==> config.mk <==
export PLATFORM = sky130hd
export DESIGN_NAME = ime_best_sel_flat
export DESIGN_NICKNAME = d
export VERILOG_FILES = /design/src/rtl/ime_best_sel_if.sv /design/src/rtl/ime_best_sel.sv /design/src/flat_wrapper.sv
export SDC_FILE = /design/constraint.sdc
export NUM_CORES = 1
export LEC_CHECK = 0
export ABC_AREA = 0
export CAP_MARGIN = 20
export CORE_UTILIZATION = 46
export CTS_CLUSTER_DIAMETER = 40
export DETAILED_ROUTE_END_ITERATION = 8
export PLACE_DENSITY = 0.77
export SETUP_SLACK_MARGIN = 0.3
export SKIP_CTS_REPAIR_TIMING = 1
export SLEW_MARGIN = 30
export SYNTH_ARGS = -nofsm -noshare
export SYNTH_HDL_FRONTEND = slang
export SYNTH_SLANG_ARGS = --single-unit
==> constraint.sdc <==
create_clock -name clk -period 5.4 [get_ports clk]
set_input_delay 1.35 -clock clk [delete_from_list [all_inputs] [get_ports clk]]
set_output_delay 1.35 -clock clk [all_outputs]
set_load 0.02 [all_outputs]
==> src/rtl/ime_best_sel_if.sv <==
// Bus between the partition SAD combiner, the best-MV selector and mode decision.
// Candidate SAD/MV inputs on one side, the per-partition winners on the other.
interface ime_best_sel_if #(
  parameter int MV_W  = 7,
  parameter int CNT_W = 10
);
  logic                  start_i;
  logic                  sad_v_i;
  logic                  last_i;
  logic [MV_W-1:0]       mvx_i;
  logic [MV_W-1:0]       mvy_i;
  logic [4*14-1:0]       sad8x8_i;
  logic [2*15-1:0]       sad16x8_i;
  logic [2*15-1:0]       sad8x16_i;
  logic [15:0]           sad16x16_i;
  logic                  busy_o;
  logic                  done_o;
  logic [CNT_W-1:0]      cand_cnt_o;
  logic [4*14-1:0]       best_sad8x8_o;
  logic [2*15-1:0]       best_sad16x8_o;
  logic [2*15-1:0]       best_sad8x16_o;
  logic [15:0]           best_sad16x16_o;
  logic [4*2*MV_W-1:0]   best_mv8x8_o;
  logic [2*2*MV_W-1:0]   best_mv16x8_o;
  logic [2*2*MV_W-1:0]   best_mv8x16_o;
  logic [2*MV_W-1:0]     best_mv16x16_o;

  modport master (
    output start_i, sad_v_i, last_i, mvx_i, mvy_i,
           sad8x8_i, sad16x8_i, sad8x16_i, sad16x16_i,
    input  busy_o, done_o, cand_cnt_o,
           best_sad8x8_o, best_sad16x8_o, best_sad8x16_o, best_sad16x16_o,
           best_mv8x8_o, best_mv16x8_o, best_mv8x16_o, best_mv16x16_o
  );

  modport slave (
    input  start_i, sad_v_i, last_i, mvx_i, mvy_i,
           sad8x8_i, sad16x8_i, sad8x16_i, sad16x16_i,
    output busy_o, done_o, cand_cnt_o,
           best_sad8x8_o, best_sad16x8_o, best_sad8x16_o, best_sad16x16_o,
           best_mv8x8_o, best_mv16x8_o, best_mv8x16_o, best_mv16x16_o
  );
endinterface

==> src/rtl/ime_best_sel.sv <==
// Integer-ME best-candidate selector: per-partition running minimum SAD and its MV
// over one macroblock search, presented with a done pulse after the last candidate.

module ime_best_part #(
  parameter int SAD_W = 14,
  parameter int MV_W  = 7
) (
  input  logic              clk,
  input  logic              rstn,
  input  logic              init_i,
  input  logic              upd_i,
  input  logic [SAD_W-1:0]  sad_i,
  input  logic [2*MV_W-1:0] mv_i,
  output logic [SAD_W-1:0]  best_sad_o,
  output logic [2*MV_W-1:0] best_mv_o
);
  logic [SAD_W-1:0]  sad_q, sad_d;
  logic [2*MV_W-1:0] mv_q, mv_d;

  // Strict less-than: on a tie the earlier candidate stays.
  always_comb begin
    sad_d = sad_q;
    mv_d  = mv_q;
    if (init_i) begin
      sad_d = '1;
      mv_d  = '0;
    end else if (upd_i && (sad_i < sad_q)) begin
      sad_d = sad_i;
      mv_d  = mv_i;
    end
  end

  always_ff @(posedge clk or negedge rstn) begin
    if (!rstn) begin
      sad_q <= '1;
      mv_q  <= '0;
    end else begin
      sad_q <= sad_d;
      mv_q  <= mv_d;
    end
  end

  assign best_sad_o = sad_q;
  assign best_mv_o  = mv_q;
endmodule

module ime_best_sel #(
  parameter int MV_W  = 7,
  parameter int CNT_W = 10
) (
  input logic           clk,
  input logic           rstn,
  ime_best_sel_if.slave bus
);
  typedef enum logic [1:0] {IDLE, SEARCH, DONE} state_e;

  state_e            state_q, state_d;
  logic [CNT_W-1:0]  cnt_q, cnt_d;
  logic              accept;
  logic [2*MV_W-1:0] mv_in;

  logic [3:0][13:0]       b_sad8x8;
  logic [1:0][14:0]       b_sad16x8, b_sad8x16;
  logic [15:0]            b_sad16x16;
  logic [3:0][2*MV_W-1:0] b_mv8x8;
  logic [1:0][2*MV_W-1:0] b_mv16x8, b_mv8x16;
  logic [2*MV_W-1:0]      b_mv16x16;

  assign mv_in = {bus.mvy_i, bus.mvx_i};

  always_comb begin
    state_d = state_q;
    cnt_d   = cnt_q;
    accept  = (state_q == SEARCH) && bus.sad_v_i && !bus.start_i;
    case (state_q)
      IDLE:    if (bus.start_i) state_d = SEARCH;
      SEARCH:  if (bus.start_i) state_d = SEARCH;
               else if (bus.sad_v_i && bus.last_i) state_d = DONE;
      DONE:    state_d = bus.start_i ? SEARCH : IDLE;
      default: state_d = IDLE;
    endcase
    if (bus.start_i)               cnt_d = '0;
    else if (accept && cnt_q != '1) cnt_d = cnt_q + 1'b1;
  end

  always_ff @(posedge clk or negedge rstn) begin
    if (!rstn) begin
      state_q <= IDLE;
      cnt_q   <= '0;
    end else begin
      state_q <= state_d;
      cnt_q   <= cnt_d;
    end
  end

  for (genvar g = 0; g < 4; g++) begin : g_8x8
    ime_best_part #(.SAD_W(14), .MV_W(MV_W)) u_part (
      .clk(clk), .rstn(rstn), .init_i(bus.start_i), .upd_i(accept),
      .sad_i(bus.sad8x8_i[g*14 +: 14]), .mv_i(mv_in),
      .best_sad_o(b_sad8x8[g]), .best_mv_o(b_mv8x8[g])
    );
  end

  for (genvar g = 0; g < 2; g++) begin : g_16
    ime_best_part #(.SAD_W(15), .MV_W(MV_W)) u_16x8 (
      .clk(clk), .rstn(rstn), .init_i(bus.start_i), .upd_i(accept),
      .sad_i(bus.sad16x8_i[g*15 +: 15]), .mv_i(mv_in),
      .best_sad_o(b_sad16x8[g]), .best_mv_o(b_mv16x8[g])
    );
    ime_best_part #(.SAD_W(15), .MV_W(MV_W)) u_8x16 (
      .clk(clk), .rstn(rstn), .init_i(bus.start_i), .upd_i(accept),
      .sad_i(bus.sad8x16_i[g*15 +: 15]), .mv_i(mv_in),
      .best_sad_o(b_sad8x16[g]), .best_mv_o(b_mv8x16[g])
    );
  end

  ime_best_part #(.SAD_W(16), .MV_W(MV_W)) u_16x16 (
    .clk(clk), .rstn(rstn), .init_i(bus.start_i), .upd_i(accept),
    .sad_i(bus.sad16x16_i), .mv_i(mv_in),
    .best_sad_o(b_sad16x16), .best_mv_o(b_mv16x16)
  );

  assign bus.busy_o          = (state_q == SEARCH);
  assign bus.done_o          = (state_q == DONE);
  assign bus.cand_cnt_o      = cnt_q;
  assign bus.best_sad8x8_o   = b_sad8x8;
  assign bus.best_sad16x8_o  = b_sad16x8;
  assign bus.best_sad8x16_o  = b_sad8x16;
  assign bus.best_sad16x16_o = b_sad16x16;
  assign bus.best_mv8x8_o    = b_mv8x8;
  assign bus.best_mv16x8_o   = b_mv16x8;
  assign bus.best_mv8x16_o   = b_mv8x16;
  assign bus.best_mv16x16_o  = b_mv16x16;
endmodule

==> src/flat_wrapper.sv <==
// flat-port wrapper written by rule: the top's interface ports become plain ports
module ime_best_sel_flat 
#(
  parameter int MV_W  = 7,
  parameter int CNT_W = 10
)
  (clk, rstn, bus_start_i, bus_sad_v_i, bus_last_i, bus_mvx_i, bus_mvy_i, bus_sad8x8_i, bus_sad16x8_i, bus_sad8x16_i, bus_sad16x16_i, bus_busy_o, bus_done_o, bus_cand_cnt_o, bus_best_sad8x8_o, bus_best_sad16x8_o, bus_best_sad8x16_o, bus_best_sad16x16_o, bus_best_mv8x8_o, bus_best_mv16x8_o, bus_best_mv8x16_o, bus_best_mv16x16_o);
  ime_best_sel_if #(.MV_W(MV_W), .CNT_W(CNT_W)) bus_i ();
  input logic clk;
  input logic rstn;
  input wire logic [$bits(bus_i.start_i)-1:0] bus_start_i;
  input wire logic [$bits(bus_i.sad_v_i)-1:0] bus_sad_v_i;
  input wire logic [$bits(bus_i.last_i)-1:0] bus_last_i;
  input wire logic [$bits(bus_i.mvx_i)-1:0] bus_mvx_i;
  input wire logic [$bits(bus_i.mvy_i)-1:0] bus_mvy_i;
  input wire logic [$bits(bus_i.sad8x8_i)-1:0] bus_sad8x8_i;
  input wire logic [$bits(bus_i.sad16x8_i)-1:0] bus_sad16x8_i;
  input wire logic [$bits(bus_i.sad8x16_i)-1:0] bus_sad8x16_i;
  input wire logic [$bits(bus_i.sad16x16_i)-1:0] bus_sad16x16_i;
  output wire logic [$bits(bus_i.busy_o)-1:0] bus_busy_o;
  output wire logic [$bits(bus_i.done_o)-1:0] bus_done_o;
  output wire logic [$bits(bus_i.cand_cnt_o)-1:0] bus_cand_cnt_o;
  output wire logic [$bits(bus_i.best_sad8x8_o)-1:0] bus_best_sad8x8_o;
  output wire logic [$bits(bus_i.best_sad16x8_o)-1:0] bus_best_sad16x8_o;
  output wire logic [$bits(bus_i.best_sad8x16_o)-1:0] bus_best_sad8x16_o;
  output wire logic [$bits(bus_i.best_sad16x16_o)-1:0] bus_best_sad16x16_o;
  output wire logic [$bits(bus_i.best_mv8x8_o)-1:0] bus_best_mv8x8_o;
  output wire logic [$bits(bus_i.best_mv16x8_o)-1:0] bus_best_mv16x8_o;
  output wire logic [$bits(bus_i.best_mv8x16_o)-1:0] bus_best_mv8x16_o;
  output wire logic [$bits(bus_i.best_mv16x16_o)-1:0] bus_best_mv16x16_o;
  assign bus_i.start_i = bus_start_i;
  assign bus_i.sad_v_i = bus_sad_v_i;
  assign bus_i.last_i = bus_last_i;
  assign bus_i.mvx_i = bus_mvx_i;
  assign bus_i.mvy_i = bus_mvy_i;
  assign bus_i.sad8x8_i = bus_sad8x8_i;
  assign bus_i.sad16x8_i = bus_sad16x8_i;
  assign bus_i.sad8x16_i = bus_sad8x16_i;
  assign bus_i.sad16x16_i = bus_sad16x16_i;
  assign bus_busy_o = bus_i.busy_o;
  assign bus_done_o = bus_i.done_o;
  assign bus_cand_cnt_o = bus_i.cand_cnt_o;
  assign bus_best_sad8x8_o = bus_i.best_sad8x8_o;
  assign bus_best_sad16x8_o = bus_i.best_sad16x8_o;
  assign bus_best_sad8x16_o = bus_i.best_sad8x16_o;
  assign bus_best_sad16x16_o = bus_i.best_sad16x16_o;
  assign bus_best_mv8x8_o = bus_i.best_mv8x8_o;
  assign bus_best_mv16x8_o = bus_i.best_mv16x8_o;
  assign bus_best_mv8x16_o = bus_i.best_mv8x16_o;
  assign bus_best_mv16x16_o = bus_i.best_mv16x16_o;
  ime_best_sel #(.MV_W(MV_W), .CNT_W(CNT_W)) u_core (.clk(clk), .rstn(rstn), .bus(bus_i));
endmodule
; Word-level counts from Yosys, hierarchy flattened
; Index checks and enable logic that the tools add are counted.
; W data, S select, Z words.
[op_classes]
eq_ne = 5
add_sub_neg = 1
n_reduce_logical = 26
mux = 43
n_lt_le_gt_ge = 9
[op_table]
columns = operator, n
row1 = $mux W14, 26
row2 = $mux W15, 8
row3 = $lt A15 B15 Y1, 4
row4 = $lt A14 B14 Y1, 4
row5 = $mux W16, 2
row6 = $mux W10, 2
row7 = $reduce_bool A2 Y1, 10
row8 = $lt A16 B16 Y1, 1
row9 = $logic_and A1 B1 Y1, 13
row10 = $add A10 B1 Y10 const B, 1
row11 = $ne A10 B10 Y1 const B, 1
row12 = $mux W2, 3
row13 = $pmux W2 S3, 1
row14 = $ne A3 B2 Y1 const B, 1
row15 = $eq A2 B1 Y1 const B, 1
row16 = $eq A2 B2 Y1 const B, 1
row17 = $logic_not A2 Y1, 1
row18 = $ne A2 B2 Y1 const B, 1
row19 = $reduce_and A2 Y1, 1
row20 = $logic_not A1 Y1, 1
row21 = $mux W1, 1
[word_totals]
elab_cells = 104
inputBits = 151
reg_bits = 270
out_inout_bits = 270

; Depth between registers and ports, before layout
; Gate-level depths: netlist of run 1.
[depth]
depth_word = 6
ltp_mapped = 9
mapped_depth_nobuf = 7

; By module
; A second synthesis of run 1 with hierarchy kept.
[unflattened]
hier_cells = 1613
area_unflattened_um2 = 16107.9
[modules_own_cells]
columns = mod, seq_area_each_um2, cells_per_inst, instances, area_per_inst_um2
row1 = ime_best_part at u_core.g_16[0].u_16x8 ..., 744.5, 175, 4, 1735.4
row2 = ime_best_part at u_core.g_8x8[0].u_part ..., 718.2, 166, 4, 1680.4
row3 = ime_best_part at u_core.u_16x16, 770.7, 184, 1, 1820.5
row4 = ime_best_sel, 300.3, 65, 1, 624.3

; Worst setup path before layout of run 1
; Ideal clock, no wire load.
[synth_path]
kind = input -> register
from = input bus_sad16x16_i[7]
to = register u_core.u_16x16.sad_q[13], in the netlist u_core.u_16x16.best_sad_o[13]
slack_ns = 2.377
required_time_ns = 5.318
t_arrival_ns = 2.941
path_buffers = 1
path_stages = 7
setup_time_ns = 0.082
path_cell_list = ha_1 > a21oi_1 > o21ai_0 > a221oi_1 > clkbuf_1 > a21oi_1 > a211o_1
[synth_between]
elab_chain_len = 3
[synth_rtl]
columns = item, line_no
row1 = from (decl), flat_wrapper.sv:19  ; input wire logic [$bits(bus_i.sad16x16_i)-1:0] bus_sad16x16_i;
row2 = $lt A16 B16 Y1, ime_best_sel.sv:27  ; end else if (upd_i && (sad_i < sad_q)) begin
row3 = $logic_and A1 B1 Y1, ime_best_sel.sv:27
row4 = $reduce_bool A2 Y1 (no line), n/a
row5 = to (signal assigned), ime_best_sel.sv:35  ; sad_q <= '1;
row6 = to (signal assigned), ime_best_sel.sv:38  ; sad_q <= sad_d;
row7 = to (decl), ime_best_sel.sv:17  ; logic [SAD_W-1:0] sad_q, sad_d;
; Every way passes these cells.
; A chain may end at the register's enable or synchronous reset.

; Final worst setup path of run 1
[layout_path]
from = input bus_sad16x16_i[13]
to = register u_core.u_16x16.sad_q[9], in the netlist u_core.u_16x16.best_sad_o[9]
; The elaborated chain is that of the path after synthesis.

==> run_results.csv, run 1 <==
group,metric,value,unit
sta,period_needed,3.63,ns
cells_and_area,fillers,2516,
place,io_buffers,420,
global_route,grt_pass1_vias,12700,
cells_and_area,design_area,21200,sq um
worst_setup_path,rr_worst_depth,7,
hold_path,hold_path.class,"reg2reg",
run_status,status,"finished, final reports clean",
synth,syn_inst,1500,
global_route,grt_pass1_wl,70100,um
cells_and_area,layout_commonest_cell,"clkdlybuf4s50_1",
power_and_ir_drop,powerDensity,315,nW/um^2
clocking,clockBufferDepth,3,
cells_and_area,post-route-util,0.664,
synth,ys_seq_area_frac,0.458,
clocking,cts-htree-levels,2,
synth,synth_area_per_cell,10.1,sq um
global_route,grt-ovfl-total,0,
routing,drc,0,
worst_setup_path,crit_path_cell_trace,"clkdlybuf4s50_1 > ha_1 > nand4_1 > nor3_2 > a221o_1 > nor2_2 > a211o_1",
routing,drt-initial-drc-count,655,
worst_setup_path,cp_slowest_stage_delay,0.83,ns
worst_setup_path,slowest_stage,"a221o_1",
place,place_area,19700,sq um
sta,fin_crit_sh,0.673,
routing,vias,12300,
cells_and_area,n_antenna_cell,0,
synth,synthFlopType,"dfrtp_1",
routing,route.detailed.wl_per_inst,19.0,um
worst_setup_path,critPathKind,"in2reg",
routing,first_pass_iters,5,
synth,syn_area,15100,sq um
cells_and_area,layout.cells.most_common_list,"clkdlybuf4s50_1 (418), inv_1 (240), mux2i_1 (216), nor2_1 (149), dfrtp_1 (138)",
worst_setup_path,worstPathArrival,4.08,ns
worst_setup_path,critPathLaunchType,"input pin",
place,place_hpwl,32700,um
clocking,cts_sinks,270,
place,gp_congestion,0.876,
cells_and_area,multi_input_area,6990,sq um
synth,syn-num-nets,1775,
sta,finalHoldViolCount,0,
clocking,cts_tree,"built",
clocking,root_buffer,"clkbuf_16",
global_route,grt_max_degree,127,
cells_and_area,syn_to_final_growth,40.6,%
sta,setup_viol,0,
die,ios,421,
cells_and_area,drive_above_1_share,0.124,
global_route,grt_use_total,0.270,
die,die_y,183,um
flow_run,max-cap-violations,0,
synth,synthArstFlopShare,1.00,
sta,worstMarginPinSlew,0.989,ns
cells_and_area,nets,2191,
clocking,cts_made_buffers,45,
hold_path,holdPathStages,2,
sta,maxSlewHeadroom,0.341,
routing,drt_wl_total,45400,um
power_and_ir_drop,total_power,6680,uW
sta,hold_ws,0.521,ns
worst_setup_path,crit_path_end_kind,"flip-flop",
worst_setup_path,path_max_fanout,24,
die,dieArea,33600,sq um
die,num_rows,65,
cells_and_area,seq_area,6920,sq um
sta,tns,0,ns
synth,synth_cell_type_count,48,
clocking,clkLatencyLatePin,0.53,ns
power_and_ir_drop,p_leak,0.0114,uW
die,core_area,32000,sq um
sta,fmax,275,MHz
clocking,path_clk_slew,0.05,ns
global_route,antenna_found_initial,1,
die,fp.dieW,183,um
synth,ys.warnings.count,0,
sta,maxSlewViolCount,0,
routing,drtAntennaViolNets,0,
synth,synth-edff-count,0,
worst_setup_path,critical_path_required,5.84,ns
routing,via_per_inst,5.13,
sta,rsz0062_at_grt,"no",
sta,clock_skew,0.0116,ns
power_and_ir_drop,peakVddDrop,0.247,mV
die,start_util,0.473,
synth,synth-seq-cells,270,
cell usage after synthesis (2+ instances only):
library cell | instances | share of area
nor4_1 | 2 | 0.00083
a31oi_1 | 2 | 0.00083
nand4_1 | 6 | 0.0025
nor2_1 | 149 | 0.037
and4_1 | 10 | 0.0058
and3_1 | 4 | 0.0017
o21ai_1 | 5 | 0.0017
a21boi_0 | 2 | 0.00099
a211oi_1 | 35 | 0.017
dfrtp_1 | 138 | 0.23
o21a_1 | 2 | 0.00099
a21oi_1 | 82 | 0.027
nor3b_1 | 2 | 0.00099
a31o_2 | 2 | 0.0012
mux2i_1 | 216 | 0.14
inv_1 | 240 | 0.060
buf_2 | 10 | 0.0033
nor3_1 | 12 | 0.0040
o21ai_0 | 45 | 0.015
xnor2_1 | 5 | 0.0029
nor2b_1 | 6 | 0.0025
a21o_1 | 6 | 0.0030
o211ai_1 | 3 | 0.0015
buf_4 | 4 | 0.0020
a2111o_1 | 2 | 0.0015
nand2_2 | 2 | 0.00083
nand2b_1 | 121 | 0.050
nand2_1 | 28 | 0.0070
ha_1 | 124 | 0.10
a211o_1 | 6 | 0.0035
dfstp_2 | 132 | 0.23
nand3_1 | 29 | 0.0096
clkbuf_1 | 39 | 0.0097
buf_6 | 15 | 0.011
metal layers:
metal | GRT usage | vias up | wire, um
met5 | 0 | - | 13
met4 | 0.103 | 2 | 1610
met3 | 0.0923 | 91 | 3980
met2 | 0.442 | 402 | 21200
met1 | 0.327 | 5935 | 18600
li1 | - | 5826 | -
worst max-delay path: cells and delay by family:
family,cells,cell delay (ns)
AO/OA/AOI/OAI,2,1.18
adder cells (fa/ha/maj),1,0.34
buffers and inverters,1,0.47
AND/OR/NAND/NOR,3,0.73
cell type report:
class | count | share of cell area
clock buffer | 61 | 0.0593
clock inverter | 23 | 0.0125
inverter | 240 | 0.0424
multi-input combinational | 922 | 0.329
sequential | 270 | 0.326
tap | 435 | 0.0256
timing repair buffer | 437 | 0.205
flip-flops by register name, indices dropped and copies added, names as in the netlist:
register / cells
u_core.g_16.u_8x16.best_sad_o: 30
u_core.g_8x8.u_part.best_mv_o: 56
u_core.u_16x16.best_mv_o: 14
u_core.bus.cand_cnt_o: 10
u_core.g_16.u_16x8.best_mv_o: 28
u_core.g_16.u_16x8.best_sad_o: 30
u_core.g_16.u_8x16.best_mv_o: 28
u_core.g_8x8.u_part.best_sad_o: 56
u_core.state_q: 2
u_core.u_16x16.best_sad_o: 16
stage by stage:
step,cells,worst slack [ns]
4_1_cts,2387,1.62
6_report,2388,1.77
3_3_place_gp,2303,1.14
2_1_floorplan,1500,2.38
3_5_place_dp,2303,1.09
5_1_grt,2388,1.65
kinds of logic (layout without fill, tap and decap cells):
family          after synthesis  count (layout)  share of synthesized area
mux                         216             216                      0.143
simple gates                375             375                      0.125
buf+inv                     308             761                     0.0858
fa+ha+maj                   124             124                      0.103
flops                       270             270                      0.458
xor+xnor                      6               6                    0.00348
compound gates              201             201                     0.0815
final timing paths:
| kind | from | end | slack [ns] |
|---|---|---|---|
| setup / recovery | bus_sad16x16_i[13] | u_core.u_16x16.best_sad_o[9] | 1.77 |
| hold / removal | u_core.g_8x8[3].u_part.best_sad_o[2] | u_core.g_8x8[3].u_part.best_sad_o[2] | 0.52 |
| setup reg to reg | u_core.u_16x16.best_sad_o[15] | u_core.u_16x16.best_sad_o[9] | 2.49 |
| hold reg to reg | u_core.g_8x8[3].u_part.best_sad_o[2] | u_core.g_8x8[3].u_part.best_sad_o[2] | 0.52 |
| max in group asynchronous | rstn | u_core.g_8x8[0].u_part.best_mv_o[6] | 3.50 |
| min in group asynchronous | rstn | u_core.g_16[1].u_16x8.best_mv_o[11] | 0.79 |
power breakdown:
part,internal (uW),switching [uW]
logic,654,781
registers,2260,121
clock network,1840,1020
No activity file was read; power rests on OpenSTA's default activity.
==> inputs of run 2 (changes only) <==
Settings changed: CORE_UTILIZATION 46 to 44.
Clock period 5.4 ns to 3.3 ns, I/O delays scaled along.
==> run 2 against run 1 <==
Count of clock-buffer cells in the layout decreased by 1; total power increased by 67%; global-route usage decreased by 0.93 points; flip-flop and latch count unchanged; critical path depth increased by 1; routed wire length increased by 0.59%; largest cell class unchanged; sequential share of layout area decreased by 0.45 points; critical endpoint is now u_core.g_16[0].u_16x8.best_sad_o[4]; critical path type unchanged; sequential power increased by 64%; die area increased by 4.5%.
==> run_results.csv, run 2 (same netlist as run 1, synthesis figures left out) <==
group,metric,value,unit
run_status,status,"finished, final reports clean",
routing,via_per_inst,5.15,
global_route,grt_pass1_wl,72300,um
routing,drt_wl_total,45600,um
global_route,grt_pass1_vias,13200,
global_route,grt-ovfl-total,0,
global_route,grt_use_total,0.260,
cells_and_area,layout_commonest_cell,"clkdlybuf4s50_1",
sta,fin_crit_sh,0.811,
sta,maxSlewHeadroom,0.439,
worst_setup_path,path_max_fanout,19,
worst_setup_path,critical_path_required,3.76,ns
power_and_ir_drop,powerDensity,518,nW/um^2
power_and_ir_drop,p_leak,0.0115,uW
place,place_area,19900,sq um
global_route,antenna_found_initial,0,
cells_and_area,layout.cells.most_common_list,"clkdlybuf4s50_1 (418), inv_1 (240), mux2i_1 (216), nor2_1 (149), dfrtp_1 (138)",
clocking,cts_sinks,270,
clocking,cts_tree,"built",
clocking,clkLatencyLatePin,0.56,ns
power_and_ir_drop,peakVddDrop,0.406,mV
cells_and_area,nets,2206,
die,dieArea,35100,sq um
hold_path,hold_path.class,"in2async",
sta,period_needed,2.68,ns
clocking,cts-htree-levels,2,
routing,first_pass_iters,5,
sta,rsz0062_at_grt,"no",
sta,fin_ws,0.625,ns
sta,maxSlewViolCount,0,
sta,worstMarginPinSlew,0.841,ns
clocking,cts_made_buffers,46,
routing,route.detailed.wl_per_inst,18.9,um
die,fp.dieW,187,um
sta,fmax,374,MHz
clocking,path_clk_slew,0.05,ns
sta,hold_ws,0.252,ns
global_route,grt_max_degree,106,
worst_setup_path,critPathLaunchType,"input pin",
worst_setup_path,crit_path_end_kind,"flip-flop",
worst_setup_path,critPathKind,"in2reg",
cells_and_area,drive_above_1_share,0.133,
clocking,root_buffer,"clkbuf_16",
place,io_buffers,420,
die,core_area,33700,sq um
die,start_util,0.448,
routing,drc,0,
die,ios,421,
die,die_y,187,um
place,place_ws,0.0576,ns
sta,finalHoldViolCount,0,
sta,clock_skew,0.0246,ns
sta,setup_viol,0,
routing,vias,12400,
worst_setup_path,worstPathArrival,3.13,ns
sta,tns,0,ns
flow_run,max-cap-violations,0,
clocking,clockBufferDepth,3,
routing,drt-initial-drc-count,614,
cells_and_area,fillers,2696,
worst_setup_path,reg2reg_slack,0.77,ns
die,num_rows,67,
cells_and_area,syn_to_final_growth,42.5,%
place,gp_congestion,0.885,
routing,drtAntennaViolNets,0,
cells_and_area,design_area,21500,sq um
cells_and_area,n_antenna_cell,0,
place,place_hpwl,32900,um
## run 2: metal layers
metal | track usage | vias up | routed length (um)
li1 | - | 5857 | -
met1 | 0.306 | 6096 | 18300
met2 | 0.445 | 398 | 22100
met3 | 0.0764 | 89 | 3520
met4 | 0.104 | 0 | 1670
met5 | 0 | - | 0
## run 2: worst paths after layout
check                                                 startpoint                                     to  depth (start not counted)
min in group clk           u_core.g_8x8[3].u_part.best_sad_o[12]  u_core.g_8x8[3].u_part.best_sad_o[12]                          2
setup / recovery                                bus_sad16x8_i[2]    u_core.g_16[0].u_16x8.best_sad_o[4]                          8
hold reg to reg            u_core.g_8x8[3].u_part.best_sad_o[12]  u_core.g_8x8[3].u_part.best_sad_o[12]                          2
hold / removal                                              rstn    u_core.g_8x8[0].u_part.best_mv_o[8]                          1
setup reg to reg                   u_core.u_16x16.best_sad_o[13]            u_core.u_16x16.best_mv_o[8]                          8
max in group asynchronous                                   rstn    u_core.g_16[1].u_16x8.best_sad_o[4]                          2
## run 2: worst max-delay path, cell delays in order
cell,delay (ns)
clkdlybuf4s50_1,0.44
ha_1,0.30
nand2_1,0.05
o21ai_0,0.19
a31oi_1,0.16
o21ai_4,0.63
buf_4,0.32
mux2i_1,0.22
## run 2: cell type report
type | instances | area [sq um] | share of cell area
well taps | 448 | 561 | 0.0260
inverters | 240 | 901 | 0.0418
flip-flops and latches | 270 | 6920 | 0.321
repair buffers | 451 | 4580 | 0.213
clock buffers | 60 | 1280 | 0.0597
multi-input cells | 922 | 6980 | 0.324
clock inverters | 26 | 305 | 0.0142
## run 2: per-stage QoR
| stage | utilization | total power (uW) | std cells |
|---|---|---|---|
| after floorplan | - | 5130 | 1500 |
| after global placement | 0.591 | 6260 | 2330 |
| after detailed placement | 0.591 | 6320 | 2330 |
| after CTS | 0.638 | 11300 | 2416 |
| after global routing | 0.639 | 11600 | 2417 |
| final | 0.639 | 11200 | 2417 |
## run 2: report_power, final
part | switching (uW) | internal, uW
Combinational | 1270 | 1100
Sequential | 206 | 3700
Clock | 1780 | 3100
Total | 3260 | 7900
